$ cat src/rtl/serial_pkg.sv
// Shared definitions for the serial transmitter: FSM states, frame width and line levels.
package serial_pkg;
  typedef enum logic [2:0] {ST_IDLE, ST_START, ST_DATA, ST_PARITY, ST_STOP} state_e;
  localparam int   DATA_BITS  = 8;
  localparam logic LINE_IDLE  = 1'b1;
  localparam logic LINE_START = 1'b0;
  localparam logic LINE_STOP  = 1'b1;
endpackage

$ cat src/rtl/serial_fifo.sv
// Byte FIFO with wrapping pointers; the extra pointer bit separates full from empty.
module serial_fifo
  import serial_pkg::*;
#(
  parameter int FIFO_DEPTH = 4
) (
  input  logic                 sysclk,
  input  logic                 rst_n,
  input  logic                 push_i,
  input  logic [DATA_BITS-1:0] wdata_i,
  input  logic                 pop_i,
  output logic [DATA_BITS-1:0] rdata_o,
  output logic                 full_o,
  output logic                 empty_o
);
  localparam int AW = $clog2(FIFO_DEPTH);

  logic [AW:0]          wptr_q, rptr_q;
  logic [DATA_BITS-1:0] mem_q [FIFO_DEPTH];
  logic                 do_push, do_pop;

  assign empty_o = (wptr_q == rptr_q);
  assign full_o  = (wptr_q[AW] != rptr_q[AW]) && (wptr_q[AW-1:0] == rptr_q[AW-1:0]);
  // A push into a full FIFO is dropped even if a pop frees a slot this cycle.
  assign do_push = push_i && !full_o;
  assign do_pop  = pop_i && !empty_o;
  assign rdata_o = mem_q[rptr_q[AW-1:0]];

  always_ff @(posedge sysclk or negedge rst_n) begin
    if (!rst_n) begin
      wptr_q <= '0;
      rptr_q <= '0;
    end else begin
      if (do_push) wptr_q <= wptr_q + 1'b1;
      if (do_pop)  rptr_q <= rptr_q + 1'b1;
    end
  end

  always_ff @(posedge sysclk) begin
    if (do_push) mem_q[wptr_q[AW-1:0]] <= wdata_i;
  end
endmodule

$ cat src/rtl/serial_tx.sv
// Buffered UART transmitter, 8N1 by default; define SERIAL_TX_PARITY_EN for an even
// parity bit between data and stop (8E1).
module serial_tx
  import serial_pkg::*;
#(
  parameter int CLKS_PER_BIT = 10417,
  parameter int FIFO_DEPTH   = 4
) (
  input  logic                 sysclk,
  input  logic                 rst_n,
  input  logic [DATA_BITS-1:0] data,
  input  logic                 start,
  output logic                 tx,
  output logic                 busy,
  output logic                 full,
  output logic                 overflow
);
  state_e               state_q;
  logic [15:0]          cnt_q;
  logic [2:0]           idx_q;
  logic [DATA_BITS-1:0] shreg_q, head;
  logic                 tx_q, tx_d, ovf_q, empty, pop, bit_done;
`ifdef SERIAL_TX_PARITY_EN
  logic                 par_q;
`endif

  serial_fifo #(.FIFO_DEPTH(FIFO_DEPTH)) u_fifo (
    .sysclk  (sysclk),
    .rst_n   (rst_n),
    .push_i  (start),
    .wdata_i (data),
    .pop_i   (pop),
    .rdata_o (head),
    .full_o  (full),
    .empty_o (empty)
  );

  assign bit_done = (cnt_q == 16'(CLKS_PER_BIT - 1));
  assign pop      = !empty && ((state_q == ST_IDLE) || (state_q == ST_STOP && bit_done));

  // The line level is registered from the state, so tx trails the FSM by one cycle.
  always_comb begin
    tx_d = LINE_IDLE;
    case (state_q)
      ST_START:  tx_d = LINE_START;
      ST_DATA:   tx_d = shreg_q[0];
`ifdef SERIAL_TX_PARITY_EN
      ST_PARITY: tx_d = par_q;
`endif
      ST_STOP:   tx_d = LINE_STOP;
      default:   tx_d = LINE_IDLE;
    endcase
  end

  always_ff @(posedge sysclk or negedge rst_n) begin
    if (!rst_n) begin
      state_q <= ST_IDLE;
      cnt_q   <= '0;
      idx_q   <= '0;
      shreg_q <= '0;
      tx_q    <= LINE_IDLE;
`ifdef SERIAL_TX_PARITY_EN
      par_q   <= 1'b0;
`endif
    end else begin
      tx_q <= tx_d;
      if (state_q != ST_IDLE) cnt_q <= bit_done ? '0 : cnt_q + 1'b1;
      if (pop) begin
        shreg_q <= head;
`ifdef SERIAL_TX_PARITY_EN
        par_q   <= ^head;
`endif
      end
      case (state_q)
        ST_IDLE:  if (!empty) state_q <= ST_START;
        ST_START: if (bit_done) state_q <= ST_DATA;
        ST_DATA: if (bit_done) begin
          shreg_q <= shreg_q >> 1;
          idx_q   <= idx_q + 1'b1;
`ifdef SERIAL_TX_PARITY_EN
          if (idx_q == 3'(DATA_BITS - 1)) state_q <= ST_PARITY;
`else
          if (idx_q == 3'(DATA_BITS - 1)) state_q <= ST_STOP;
`endif
        end
        ST_PARITY: if (bit_done) state_q <= ST_STOP;
        // Back-to-back frames: a queued byte goes straight to START with no idle gap.
        ST_STOP:  if (bit_done) state_q <= empty ? ST_IDLE : ST_START;
        default:  state_q <= ST_IDLE;
      endcase
    end
  end

  always_ff @(posedge sysclk or negedge rst_n) begin
    if (!rst_n)            ovf_q <= 1'b0;
    else if (start && full) ovf_q <= 1'b1;
  end

  assign tx       = tx_q;
  assign busy     = (state_q != ST_IDLE) || !empty;
  assign overflow = ovf_q;
endmodule

$ cat config.mk
export PLATFORM = sky130hd
export DESIGN_NAME = serial_tx
export DESIGN_NICKNAME = d
export VERILOG_FILES = /design/src/rtl/serial_pkg.sv /design/src/rtl/serial_fifo.sv /design/src/rtl/serial_tx.sv
export SDC_FILE = /design/constraint.sdc
export NUM_CORES = 1
export LEC_CHECK = 0
export CAP_MARGIN = 20
export CORE_MARGIN = 2
export CORE_UTILIZATION = 30
export CTS_BUF_LIST = sky130_fd_sc_hd__clkbuf_2 sky130_fd_sc_hd__clkbuf_4 sky130_fd_sc_hd__clkbuf_8
export CTS_CLUSTER_DIAMETER = 40
export DETAILED_ROUTE_END_ITERATION = 8
export GPL_TIMING_DRIVEN = 0
export HOLD_SLACK_MARGIN = 0.08
export PLACE_DENSITY_LB_ADDON = 0.25
export SLEW_MARGIN = 20
export SYNTH_ARGS = -nofsm -noshare
export SYNTH_HDL_FRONTEND = slang
export SYNTH_SLANG_ARGS = --single-unit
$ cat constraint.sdc
create_clock -name sysclk -period 5.7 [get_ports sysclk]
set_input_delay 1.14 -clock sysclk [delete_from_list [all_inputs] [get_ports sysclk]]
set_output_delay 1.14 -clock sysclk [all_outputs]
set_load 0.005 [all_outputs]
==> qor.yml, run 1 <==
run_status:
  status: "completed"
global_route:
  grt_pass1_vias: 2070
  gr-total-overflow: 0
  grtUsageTotal_pct: 12.0
  grt_start_max_net_pins: 21
  grt_pass1_wl_mm: 10.6
  antenna_found_initial: 0
layout:
  nets: 290
  drive_above_1_share_pct: 17.1
  fin_util_pct: 35.4
  instances_no_fill: 415
  stdcell_area_mm2: 0.00381
  fillers: 1102
  area_delta_synth_final_pct: 16.7
  antennaDiodeCount: 0
place:
  place_ws_ns: 2.71
  portBuffers: 14
  gp_congestion: 0.749
  dpl.cell_count: 399
  hpwl_mm: 4.37
  dpl-instance-area_mm2: 0.00360
pwr:
  combPwrFrac_pct: 11.8
  netSwitchingPower_uw: 297
  irDropWorstVdd_v: 0.000189
  p_int_uw: 859
  seqPwrFrac_pct: 53.1
  totalPowerFinal_mw: 1.16
  p_per_area_mw_per_mm2: 304
  p_clk_share_pct: 35.1
  power.leakage_nw: 1.40
  sw_frac_of_total_pct: 25.7
clock_network:
  cts_root_buf: "clkbuf_8"
  post_cts_resized: 0
  cts_tree: "done"
  cts_setup_buffers: 0
  clk_latency_ns: 0.35
  clk_pin_slew_ns: 0.08
  cts_inserted_buffers: 9
  clockBufferDepth: 2
  cts_hold_buf: 0
  htreeDepth: 3
  cts_sinks: 70
drt:
  route.vias.total: 2025
  ant_nets: 0
  drcViolationCount: 0
  wl_per_cell_um: 15.1
  routed_wl_mm: 6.26
  drt_iter0_markers: 124
  firstDrtPassIters: 4
  via_per_inst: 4.88
timing:
  fmax_ghz: 0.298
  finalMaxSlewViolations: 0
  final.setup_skew_ns: 0.00707
  relSlewSlack_pct: 55.5
  timing_hold_violations_final: 0
  worst_pin_slew_ns: 0.664
  finalSetupViolCount: 0
  period_share_pct: 58.8
  setup_slack_ns: 2.35
  setup-tns-final_ns: 0
  finalCriticalPeriod_ns: 3.35
  rsz0062_at_grt: "no"
  holdWs_ns: 0.459
floorplan:
  dieArea_mm2: 0.0117
  core_area_mm2: 0.0107
  die_h_um: 108
  io_pins: 15
  fp.dieW_um: 108
  start_util_pct: 30.4
  core.rowCount: 38
setup_path:
  crit_family: "simple AND/OR/NAND/NOR gates"
  required_ns: 4.56
  crit_buf_inv: 2
  cp.arrival_ns: 2.21
  cp_max_fo: 8
  crit_path_top_delay_cell: "clkdlybuf4s50_1"
  critPathKind: "flip-flop to primary output"
  path_cells: "buf_4, nor2_1, nand2_1, or4_1, clkdlybuf4s50_1"
  worst-path-stages: 5
  startpoint_type: "flip-flop"
  slowest_delay_ns: 0.46
  cp-end-kind: "primary output"
  ff2ff_path_depth: 5
yosys:
  synth_area_leaders: "edfxtp_1 (29%), dfrtp_1 (28%), mux4_2 (5.5%), ha_1 (3.5%), o21ai_0 (2.9%)"
  yosysWarnings: 0
  synth_top_area_share_pct: 29.5
  synth_top_flop_cell: "dfrtp_1"
  syn_area_per_cell_um2: 13.4
  synth_seq_cells: 70
  ys_seq_area_share_pct: 58.6
  yosys.cell_types.count: 53
  ys_async_sr_fraction_pct: 54.3
  syn_nets: 264
  synth_cells: 244
  syn_area_mm2: 0.00326
  yosys.area.top_type: "edfxtp_1"
  synth_enable_flop_cells: 32
run:
  cap_viol_max_count: 0
worst_hold_path:
  worstHoldPathCells: 1
  hp-class: "flip-flop to flip-flop"
-- cell usage in the layout, fill, tap and decap left out, types with 7 or more instances in the layout --
| master | instances |
|---|---|
| a2bb2oi_1 | 7 |
| a32oi_1 | 7 |
| clkbuf_8 | 9 |
| clkdlybuf4s50_1 | 13 |
| dfrtp_1 | 37 |
| edfxtp_1 | 32 |
| ha_1 | 9 |
| mux4_2 | 8 |
| nand2_1 | 12 |
| nand3_1 | 9 |
| nor2_1 | 11 |
| nor3_1 | 7 |
| o21ai_0 | 19 |
| xnor2_1 | 8 |
-- synth_stat cells (all sizes together), types with 3 or more instances --
master   count
mux2         4
a2bb2oi      7
inv          6
clkbuf       4
xor2         6
edfxtp      32
nand2       13
nor2        11
dfrtp       37
and2         4
xnor2        8
a32oi        7
ha           9
nor3         7
a31oi        3
nand4        5
nand3        9
mux4         8
buf          5
o21ai       19
nor4         3
a21oi        5
-- final cells by class --
type	instances	area, um^2	area share (%)
flip-flops and latches	70	1910	50.3
multi-input cells	159	1280	33.7
well taps	140	175	4.60
plain buffers	9	48.8	1.28
repair buffers	15	163	4.27
clock buffers	10	131	3.45
inverters	6	22.5	0.592
clock inverters	6	70.1	1.84
-- routing by layer --
metal | share of wire (%) | up-vias | wire length (um) | global-route usage, %
met4 | 1.0 | 0 | 63 | 4.12
li1 | - | 996 | - | -
met5 | 0 | - | 0 | 0
met3 | 3.8 | 4 | 237 | 3.98
met1 | 46 | 996 | 2860 | 14.7
met2 | 50 | 29 | 3100 | 19.9
-- sequential cells by signal, summed over array words and instances, names as in the netlist --
| name | flops |
|---|---|
| cnt_q | 16 |
| idx_q | 3 |
| overflow | 1 |
| shreg_q | 8 |
| state_q | 3 |
| tx | 1 |
| u_fifo.mem_q | 32 |
| u_fifo.rptr_q | 3 |
| u_fifo.wptr_q | 3 |
-- power by group through the flow --
stage,registers (mW),clock network [mW],logic (mW)
floorplan,0.619,0,0.0838
global placement,0.623,0,0.133
detailed placement,0.626,0,0.141
CTS,0.616,0.421,0.142
global route,0.621,0.443,0.158
finish,0.614,0.406,0.136
-- path summary, 6_finish.rpt --
| path | start | to | slack [ns] |
|---|---|---|---|
| setup / recovery | state_q[0] | busy | 2.35 |
| hold / removal | overflow | overflow | 0.46 |
| setup reg to reg | cnt_q[10] | idx_q[1] | 3.47 |
| hold reg to reg | overflow | overflow | 0.46 |
| max in group asynchronous | rst_n | u_fifo.rptr_q[0] | 4.48 |
| min in group asynchronous | rst_n | shreg_q[5] | 0.75 |
-- cell families (layout without fill, tap and decap cells) --
logic type	count (synthesis)	count (layout)	share of synthesized area (%)
and+or+nand+nor	69	69	12.7
adders and majority gates	9	9	3.45
DFF	70	70	58.6
xor gates and xnor gates	14	14	3.76
AOI/OAI and AO/OA	54	54	12.0
muxes	13	13	7.33
buffers and inverters	15	46	2.19
(Power assumes the default switching activity.)
==> run 2: changes to the inputs <==
==> constraint.sdc (replaced) <==
create_clock -name sysclk -period 2.95 [get_ports sysclk]
set_input_delay 0.59 -clock sysclk [delete_from_list [all_inputs] [get_ports sysclk]]
set_output_delay 0.59 -clock sysclk [all_outputs]
set_load 0.005 [all_outputs]
==> run 2 against run 1 <==
Compared with the run above: clock skew about the same; flip-flop and latch count unchanged; via count unchanged; non-clock buffer count unchanged; sequential power grew 94%.
==> qor.yml, run 2 (synthesized netlist as in run 1, its figures left out) <==
layout:
  drive_above_1_share_pct: 17.1  # unchanged
  layout_common_cells: "dfrtp_1 (37), edfxtp_1 (32), o21ai_0 (19), clkdlybuf4s50_1 (13), nand2_1 (12)"
  layout_commonest_cell: "dfrtp_1"
  largest_register_ffs: 32  # unchanged
  area_delta_synth_final_pct: 16.8  # about the same
  antennaDiodeCount: 0  # unchanged
  fillers: 1102  # unchanged
  nets: 290  # unchanged
timing:
  finalSetupViolCount: 0  # unchanged
  worst_pin_slew_ns: 0.664  # -0.0000337 ns
  fmax_ghz: 0.357
  rsz0062_at_grt: "no"
  final.setup_skew_ns: 0.00692  # -0.000149 ns
  setup_slack_ns: 0.148  # -2.20 ns
  setup-tns-final_ns: 0  # unchanged
  timing_hold_violations_final: 0  # unchanged
  finalCriticalPeriod_ns: 2.80
  relSlewSlack_pct: 55.5  # about the same
  period_share_pct: 95.0
  finalMaxSlewViolations: 0  # unchanged
run_status:
  status: "completed"
floorplan:
  core.rowCount: 38  # unchanged
  fp.dieW_um: 108  # unchanged
  dieArea_mm2: 0.0117  # unchanged
  die_h_um: 108  # unchanged
  io_pins: 15  # unchanged
  start_util_pct: 30.4  # unchanged
  core_area_mm2: 0.0107  # unchanged
pwr:
  power.leakage_nw: 1.41  # +0.15%
  irDropWorstVdd_v: 0.000366  # +93%
  netSwitchingPower_uw: 575  # +93%
  p_int_mw: 1.66  # +93%
  seqPwrFrac_pct: 53.1  # about the same
  combPwrFrac_pct: 11.8  # about the same
  sw_frac_of_total_pct: 25.7  # about the same
  p_per_area_mw_per_mm2: 587  # +93%
  p_clk_share_pct: 35.1  # about the same
setup_path:
  required_ns: 2.36  # -2.20 ns
  startpoint_type: "flip-flop"
  cp_max_fo: 8  # unchanged
  cp-end-kind: "primary output"
  crit_path_top_delay_cell: "clkdlybuf4s50_1"
  cp.arrival_ns: 2.21  # about the same
  path_cells: "buf_4, nor2_1, nand2_1, or4_1, clkdlybuf4s50_1"
  slowest_delay_ns: 0.46  # about the same
  critPathKind: "flip-flop to primary output"
run:
  cap_viol_max_count: 0  # unchanged
drt:
  route.vias.total: 2025  # unchanged
  ant_nets: 0  # unchanged
  via_per_inst: 4.88  # unchanged
  drt_iter0_markers: 124  # unchanged
  wl_per_cell_um: 15.1  # about the same
  drcViolationCount: 0  # unchanged
  routed_wl_mm: 6.26  # about the same
  firstDrtPassIters: 4  # unchanged
place:
  place_ws_ns: 0.507  # -2.20 ns
  portBuffers: 14  # unchanged
  hpwl_mm: 4.37  # unchanged
  gp_congestion: 0.749  # unchanged
clock_network:
  cts_root_buf: "clkbuf_8"
  clk_latency_ns: 0.35  # about the same
  cts_setup_buffers: 0  # unchanged
  htreeDepth: 3  # unchanged
  clk_pin_slew_ns: 0.08  # about the same
  post_cts_resized: 0  # unchanged
  cts_tree: "done"
  clockBufferDepth: 2  # unchanged
  cts_hold_buf: 0  # unchanged
  cts_inserted_buffers: 9  # unchanged
  cts_sinks: 70  # unchanged
global_route:
  grt_pass1_wl_mm: 10.6  # unchanged
  antenna_found_initial: 0  # unchanged
  grt_pass1_vias: 2070  # unchanged
  grtUsageTotal_pct: 12.0  # unchanged
  gr-total-overflow: 0  # unchanged
  grt_start_max_net_pins: 21  # unchanged
worst_hold_path:
  hp-class: "input port to async pin"
==> run 2: final timing paths <==
check,start,cells past startpoint,end,slack [ns]
worst min register to register,overflow,1,overflow,0.46
worst max-delay path,state_q[0],5,busy,0.15
worst max register to register,cnt_q[10],5,idx_q[1],0.72
max in group asynchronous,rst_n,2,u_fifo.rptr_q[0],2.28
worst min-delay path,rst_n,1,shreg_q[5],0.20
min in group sysclk,overflow,1,overflow,0.46
==> run 2: per-stage QoR <==
| stage | util (%) | area [um^2] | hold slack, ns | power [mW] | std cells |
|---|---|---|---|---|---|
| after floorplan | - | 3260 | 0.294 | 1.36 | 244 |
| after global placement | 33.3 | 3580 | 0.438 | 1.46 | 398 |
| after detailed placement | 33.5 | 3600 | 0.449 | 1.48 | 399 |
| after CTS | 35.4 | 3800 | 0.201 | 2.28 | 415 |
| after global routing | 35.4 | 3810 | 0.219 | 2.36 | 415 |
| final | 35.4 | 3810 | 0.200 | 2.23 | 415 |
==> run 2: critical path, delay by kind of cell, from the launching register on <==
family	cells	cell delay, ns
buf+inv	2	0.61
flops	1	0.36
simple gates	3	0.90
==> run 2: power groups by stage <==
stage | clock, mW | sequential (mW) | combinational, mW
finish | 0.784 | 1.19 | 0.263
global route | 0.856 | 1.20 | 0.306
CTS | 0.814 | 1.19 | 0.274
detailed placement | 0 | 1.21 | 0.273
global placement | 0 | 1.20 | 0.258
floorplan | 0 | 1.20 | 0.162
==> run 2: metal layers <==
layer	wire length (um)	global-route usage, %	up-vias
met5	0	0	-
met4	63	4.12	0
met3	237	3.98	4
met2	3100	19.9	29
met1	2850	14.7	996
li1	-	-	996
==> run 2: area by class of cell <==
cell class / instances / area, um^2 / area share, %
buffer: 9 / 51.3 / 1.35
clock buffer: 10 / 131 / 3.45
sequential: 70 / 1910 / 50.2
timing repair buffer: 15 / 163 / 4.27
inverter: 6 / 22.5 / 0.591
clock inverter: 6 / 70.1 / 1.84
tap: 140 / 175 / 4.60
multi-input combinational: 159 / 1280 / 33.7
